File: src/rtl/match_pkg.sv
// Shared types and constants for the round/match sequencer.
package match_pkg;

  typedef enum logic [2:0] {
    IDLE       = 3'd0,
    COUNTDOWN  = 3'd1,
    PLAY       = 3'd2,
    RESULT     = 3'd3,
    MATCH_OVER = 3'd4
  } state_e;

  localparam logic [1:0] RES_NONE = 2'b00;
  localparam logic [1:0] RES_P1   = 2'b01;
  localparam logic [1:0] RES_P2   = 2'b10;
  localparam logic [1:0] RES_DRAW = 2'b11;

  localparam int SCORE_W = 4;
  localparam int TICK_W  = 10;

endpackage

File: src/rtl/match_ctrl_click_edge.sv
// Rising-edge detector for a mouse button level.
// Previous sample resets high so a button held through reset never fires.
module click_edge (
  input  logic clk,
  input  logic rst,
  input  logic btn,
  output logic rise
);

  logic prev_q;

  always_ff @(posedge clk or posedge rst) begin
    if (rst) prev_q <= 1'b1;
    else     prev_q <= btn;
  end

  assign rise = btn & ~prev_q;

endmodule

File: src/rtl/match_ctrl.sv
// Round and match sequencer: arming, countdown, verdicts, scoring
// and match decision for the two-player game field.
module match_ctrl
  import match_pkg::*;
#(
  parameter int ROUNDS_TO_WIN = 3,
  parameter int CD_STEPS      = 3,
  parameter int STEP_FRAMES   = 60,
  parameter int RESULT_FRAMES = 120
) (
  input  logic                 clk,
  input  logic                 rst,
  input  logic                 frame_tick,
  input  logic                 click_local,
  input  logic                 click_remote,
  input  logic                 winner_valid,
  input  logic [1:0]           winner_code,
  output logic                 game_rst,
  output logic [2:0]           state_o,
  output logic [3:0]           cd_digit,
  output logic                 ready_l,
  output logic                 ready_r,
  output logic [SCORE_W-1:0]   score_p1,
  output logic [SCORE_W-1:0]   score_p2,
  output logic [1:0]           last_result,
  output logic [1:0]           match_winner
);

  localparam logic [3:0]         CD_INIT  = 4'(CD_STEPS);
  localparam logic [TICK_W-1:0]  STEP_LIM = TICK_W'(STEP_FRAMES);
  localparam logic [TICK_W-1:0]  RES_LIM  = TICK_W'(RESULT_FRAMES);
  localparam logic [SCORE_W-1:0] WIN      = SCORE_W'(ROUNDS_TO_WIN);
  localparam logic [SCORE_W-1:0] SAT      = '1;

  logic rise_l, rise_r;

  click_edge u_edge_l (
    .clk  (clk),
    .rst  (rst),
    .btn  (click_local),
    .rise (rise_l)
  );

  click_edge u_edge_r (
    .clk  (clk),
    .rst  (rst),
    .btn  (click_remote),
    .rise (rise_r)
  );

  state_e              state_q, state_d;
  logic [3:0]          cd_q, cd_d;
  logic                rl_q, rl_d, rr_q, rr_d;
  logic [SCORE_W-1:0]  s1_q, s1_d, s2_q, s2_d;
  logic [1:0]          last_q, last_d, mw_q, mw_d;
  logic                grst_q, grst_d;
  logic [TICK_W-1:0]   cnt_q, cnt_d, cnt_inc;
  logic                step;

  always_comb begin
    state_d = state_q;
    cd_d    = cd_q;
    rl_d    = rl_q;
    rr_d    = rr_q;
    s1_d    = s1_q;
    s2_d    = s2_q;
    last_d  = last_q;
    mw_d    = mw_q;
    step    = 1'b0;
    cnt_inc = cnt_q + 1'b1;

    unique case (state_q)
      IDLE, MATCH_OVER: begin
        rl_d = rl_q | rise_l;
        rr_d = rr_q | rise_r;
        if (rl_d && rr_d) begin
          state_d = COUNTDOWN;
          cd_d    = CD_INIT;
          rl_d    = 1'b0;
          rr_d    = 1'b0;
          if (state_q == MATCH_OVER) begin
            s1_d   = '0;
            s2_d   = '0;
            last_d = RES_NONE;
            mw_d   = RES_NONE;
          end
        end
      end
      COUNTDOWN: begin
        if (frame_tick && cnt_inc == STEP_LIM) begin
          step = 1'b1;
          cd_d = cd_q - 1'b1;
          if (cd_q == 4'd1) state_d = PLAY;
        end
      end
      PLAY: begin
        if (winner_valid) begin
          last_d  = winner_code;
          state_d = RESULT;
          if (winner_code == RES_P1 && s1_q != SAT)
            s1_d = s1_q + 1'b1;
          if (winner_code == RES_P2 && s2_q != SAT)
            s2_d = s2_q + 1'b1;
        end
      end
      RESULT: begin
        if (frame_tick && cnt_inc == RES_LIM) begin
          step = 1'b1;
          if (s1_q == WIN) begin
            state_d = MATCH_OVER;
            mw_d    = RES_P1;
          end else if (s2_q == WIN) begin
            state_d = MATCH_OVER;
            mw_d    = RES_P2;
          end else begin
            state_d = COUNTDOWN;
            cd_d    = CD_INIT;
          end
        end
      end
      default: state_d = IDLE;
    endcase

    // Counter restarts on any entry or digit step; ticks then ignored.
    if (state_d != state_q || step)
      cnt_d = '0;
    else if (frame_tick &&
             (state_q == COUNTDOWN || state_q == RESULT))
      cnt_d = cnt_inc;
    else
      cnt_d = cnt_q;

    grst_d = !(state_d == PLAY || state_d == RESULT);
  end

  always_ff @(posedge clk or posedge rst) begin
    if (rst) begin
      state_q <= IDLE;
      cd_q    <= '0;
      rl_q    <= 1'b0;
      rr_q    <= 1'b0;
      s1_q    <= '0;
      s2_q    <= '0;
      last_q  <= RES_NONE;
      mw_q    <= RES_NONE;
      grst_q  <= 1'b1;
    end else begin
      state_q <= state_d;
      cd_q    <= cd_d;
      rl_q    <= rl_d;
      rr_q    <= rr_d;
      s1_q    <= s1_d;
      s2_q    <= s2_d;
      last_q  <= last_d;
      mw_q    <= mw_d;
      grst_q  <= grst_d;
    end
  end

  always_ff @(posedge clk or posedge rst) begin
    if (rst) cnt_q <= '0;
    else     cnt_q <= cnt_d;
  end

  assign game_rst     = grst_q;
  assign state_o      = state_q;
  assign cd_digit     = cd_q;
  assign ready_l      = rl_q;
  assign ready_r      = rr_q;
  assign score_p1     = s1_q;
  assign score_p2     = s2_q;
  assign last_result  = last_q;
  assign match_winner = mw_q;

endmodule

File: config.mk
export PLATFORM = sky130hd
export DESIGN_NAME = match_ctrl
export DESIGN_NICKNAME = d
export VERILOG_FILES = /design/src/rtl/match_pkg.sv /design/src/rtl/match_ctrl_click_edge.sv /design/src/rtl/match_ctrl.sv
export SDC_FILE = /design/constraint.sdc
export NUM_CORES = 1
export LEC_CHECK = 0
export CAP_MARGIN = 0
export CORE_UTILIZATION = 49
export DETAILED_ROUTE_END_ITERATION = 10
export GPL_TIMING_DRIVEN = 0
export PLACE_DENSITY = 0.76
export SYNTH_ARGS = -nofsm -noshare
export SYNTH_HDL_FRONTEND = slang
export SYNTH_SLANG_ARGS = --single-unit
File: constraint.sdc
create_clock -name clk -period 1.9 [get_ports clk]
set_input_delay 0.38 -clock clk [delete_from_list [all_inputs] [get_ports clk]]
set_output_delay 0.38 -clock clk [all_outputs]
set_load 0.03 [all_outputs]
==> impl_metrics.py <==
metrics = {
    "die": {
        "rows": 22,
        "io_pins": 30,
        "die_h_um": 66.2,
        "initial_utilization": 0.532,
        "coreArea_sq_um": 3800,
        "die_area_sq_um": 4390,
        "fp.dieW_um": 66.2,
    },
    "final_layout": {
        "syn2layout_area_growth_pct": 35.0,
        "drive_gt1_frac": 0.236,
        "final_cells": 319,
        "final_cell_area_sq_um": 2730,
        "final_common_cell": "dfrtp_1",
        "seq_area_sq_um": 857,
        "mostFrequentLayoutCells": "dfrtp_1, clkdlybuf4s50_1, nor2_1",
        "nNetsFinal": 284,
        "diodes": 0,
        "multi_input_area_sq_um": 1250,
        "n_fill_cell": 295,
    },
    "clock_network": {
        "cts_hold_repair.buffers": 0,
        "clock_latency_ns": 0.29,
        "htreeDepth": 2,
        "cts-root-buf": "clkbuf_8",
        "cts_made_buffers": 5,
        "cts_buffer_depth": 2,
        "clock-sinks": 34,
        "tritoncts": "done",
        "clk_pin_slew_ns": 0.07,
    },
    "drt": {
        "wl_um": 4940,
        "drtPass1Iterations": 4,
        "dr_total_vias": 1853,
        "route.antenna.remaining_nets": 0,
        "via_per_inst": 5.81,
        "post-route-drc-count": 0,
        "dr.first_iter.drc_count": 154,
        "wl_per_cell_um": 15.5,
    },
    "power_and_ir_drop": {
        "leakage_uw": 0.00119,
        "vdd_drop_max_mv": 0.795,
        "powerDensity_nw_per_um2": 968,
    },
    "run_status": {
        "status": "completed",
    },
    "sta": {
        "tightest_slew_ns": 0.696,
        "fin_skew_ns": 0.00531,
        "rsz0062_at_grt": "true",
        "setup_slack_ns": 0.0191,
        "period_share": 0.990,
        "layout_min_cycle_time_ns": 1.88,
        "setup_viol": 0,
        "finalHoldViolCount": 0,
        "holdWs_ns": 0.496,
        "max_freq_mhz": 532,
        "drv_slew": 0,
        "relSlewSlack": 0.535,
    },
    "global_routing": {
        "grt_use_total": 0.240,
        "grt.overflow.total": 0,
        "antenna_found_initial": 0,
        "grt_max_degree": 35,
        "grt_pass1_vias": 1629,
        "grt_pass1_wl_um": 7820,
    },
    "synthesis": {
        "syn_nets": 237,
        "netlist_area_sq_um": 2020,
        "synth_ff_type": "dfrtp_1",
        "synth_enable_flop_cells": 0,
        "ys_seq_area_frac": 0.423,
        "synthArstFlopShare": 1.00,
        "syn_inst": 223,
        "ys_seq_elements": 34,
        "yosys.area.top_type": "dfrtp_1",
        "yosysUniqueCellTypes": 49,
        "syn_avg_cell_area_sq_um": 9.07,
        "yosysWarnings": 0,
        "ys_top_cells_by_area": "dfrtp_1, nor2_1, dfstp_2",
        "yosys.area.top_type_share": 0.384,
    },
    "worst_setup_path": {
        "crit_type": "reg2reg",
        "r2r_end": "cnt_q[1]",
        "cp.arrival_ns": 2.10,
        "worstPathMaxFanout": 8,
        "cp-end-kind": "flip-flop",
        "required_ns": 2.11,
        "critPathLaunchType": "flip-flop",
        "rrSetupSlack_ns": 0.02,
        "r2r_start": "cnt_q[1]",
        "rr_worst_depth": 8,
    },
    "hold_path": {
        "hp-class": "reg2reg",
        "hold_end": "last_result[0]",
        "hold_start": "last_result[0]",
        "hold_depth": 2,
    },
    "placed_design": {
        "dp.cells": 300,
        "port_buffers": 29,
        "postPlaceCellArea_sq_um": 2380,
        "post-place-ws_ns": -0.327,
        "post-dp-hpwl_um": 3200,
        "globalplace.congestion": 0.811,
    },
    "job": {
        "cap_violations": 0,
    },
}
-- state kept, by name, indices dropped and copies added, names as in the netlist --
register,flops
ready_r,1
cnt_q,10
last_result,2
cd_digit,4
score_p2,4
score_p1,4
game_rst,1
match_winner,2
ready_l,1
u_edge_r.prev_q,1
state_o,3
u_edge_l.prev_q,1
-- metrics by stage --
step / TNS [ns] / power [uW] / utilization
6_report: 0 / 2640 / 0.718
5_1_grt: -0.547 / 2790 / 0.718
4_1_cts: 0 / 2490 / 0.674
3_5_place_dp: -5.44 / 1840 / 0.626
3_3_place_gp: -4.66 / 1830 / 0.626
2_1_floorplan: 0 / 1560 / -
-- what timing repair did --
item	4_1_cts	5_1_grt
pin swaps	6	10
resized for setup	14	29
setup endpoints to repair	18	21
gates cloned	0	0
setup buffers	5	7
-- per-layer routing --
metal | vias to the layer above | GRT usage | share of wire
met1 | 908 | 0.326 | 0.45
met5 | - | 0 | 0
met2 | 50 | 0.383 | 0.49
met3 | 9 | 0.0569 | 0.046
met4 | 0 | 0.0638 | 0.018
li1 | 886 | - | -
-- worst max-delay path, cell delays in order, from the launching register on --
cell	delay, ns
dfrtp_1	0.42
ha_4	0.21
and3b_1	0.19
o221ai_2	0.14
o31ai_2	0.11
and4_1	0.22
buf_6	0.14
a31o_4	0.26
a21oi_2	0.11
-- cell usage after synthesis (all sizes together) (3+ instances only) --
cell    instances
a21o            3
a21oi           9
and4            3
buf             6
clkbuf          3
dfrtp          31
dfstp           3
ha              6
inv             9
mux2i           4
nand2          20
nand2b          5
nand3          14
nand4           7
nor2           24
nor2b           7
nor3            6
o21ai          10
o31ai           4
or2             3
xnor2           7
xor2            8
-- worst max path at each step --
| stage | from | depth (start not counted) | to | slack [ns] |
|---|---|---|---|---|
| floorplan | cnt_q[0] | 9 | game_rst | 0.01 |
| global placement | click_remote | 7 | cnt_q[6] | -0.32 |
| detailed placement | click_local | 7 | score_p2[3] | -0.33 |
| CTS | cnt_q[3] | 7 | game_rst | 0.002 |
| global route | cnt_q[2] | 8 | cd_digit[2] | -0.06 |
| finish | cnt_q[1] | 8 | cnt_q[1] | 0.02 |
-- cells by family after synthesis --
group,count (synthesis),synth area share
DFF,34,0.423
muxes,4,0.0198
adders and majority gates,6,0.0371
AOI/OAI and AO/OA,45,0.154
and+or+nand+nor,101,0.259
xor gates and xnor gates,15,0.0650
buffers and inverters,18,0.0421
-- final cells by class --
class | count | share of cell area
timing repair buffer | 41 | 0.139
buffer | 8 | 0.0220
tap | 48 | 0.0220
sequential | 34 | 0.314
clock buffer | 8 | 0.0330
inverter | 9 | 0.0124
multi-input combinational | 171 | 0.458
-- where the power goes --
part	leakage [uW]	switching, uW	total [uW]	internal, uW
Combinational	0.000713	619	1090	470
Sequential	0.000428	163	1000	839
Clock	0.0000455	254	550	295
Total	0.00119	1040	2640	1600
Note: power is estimated with default switching activity, not from simulation.
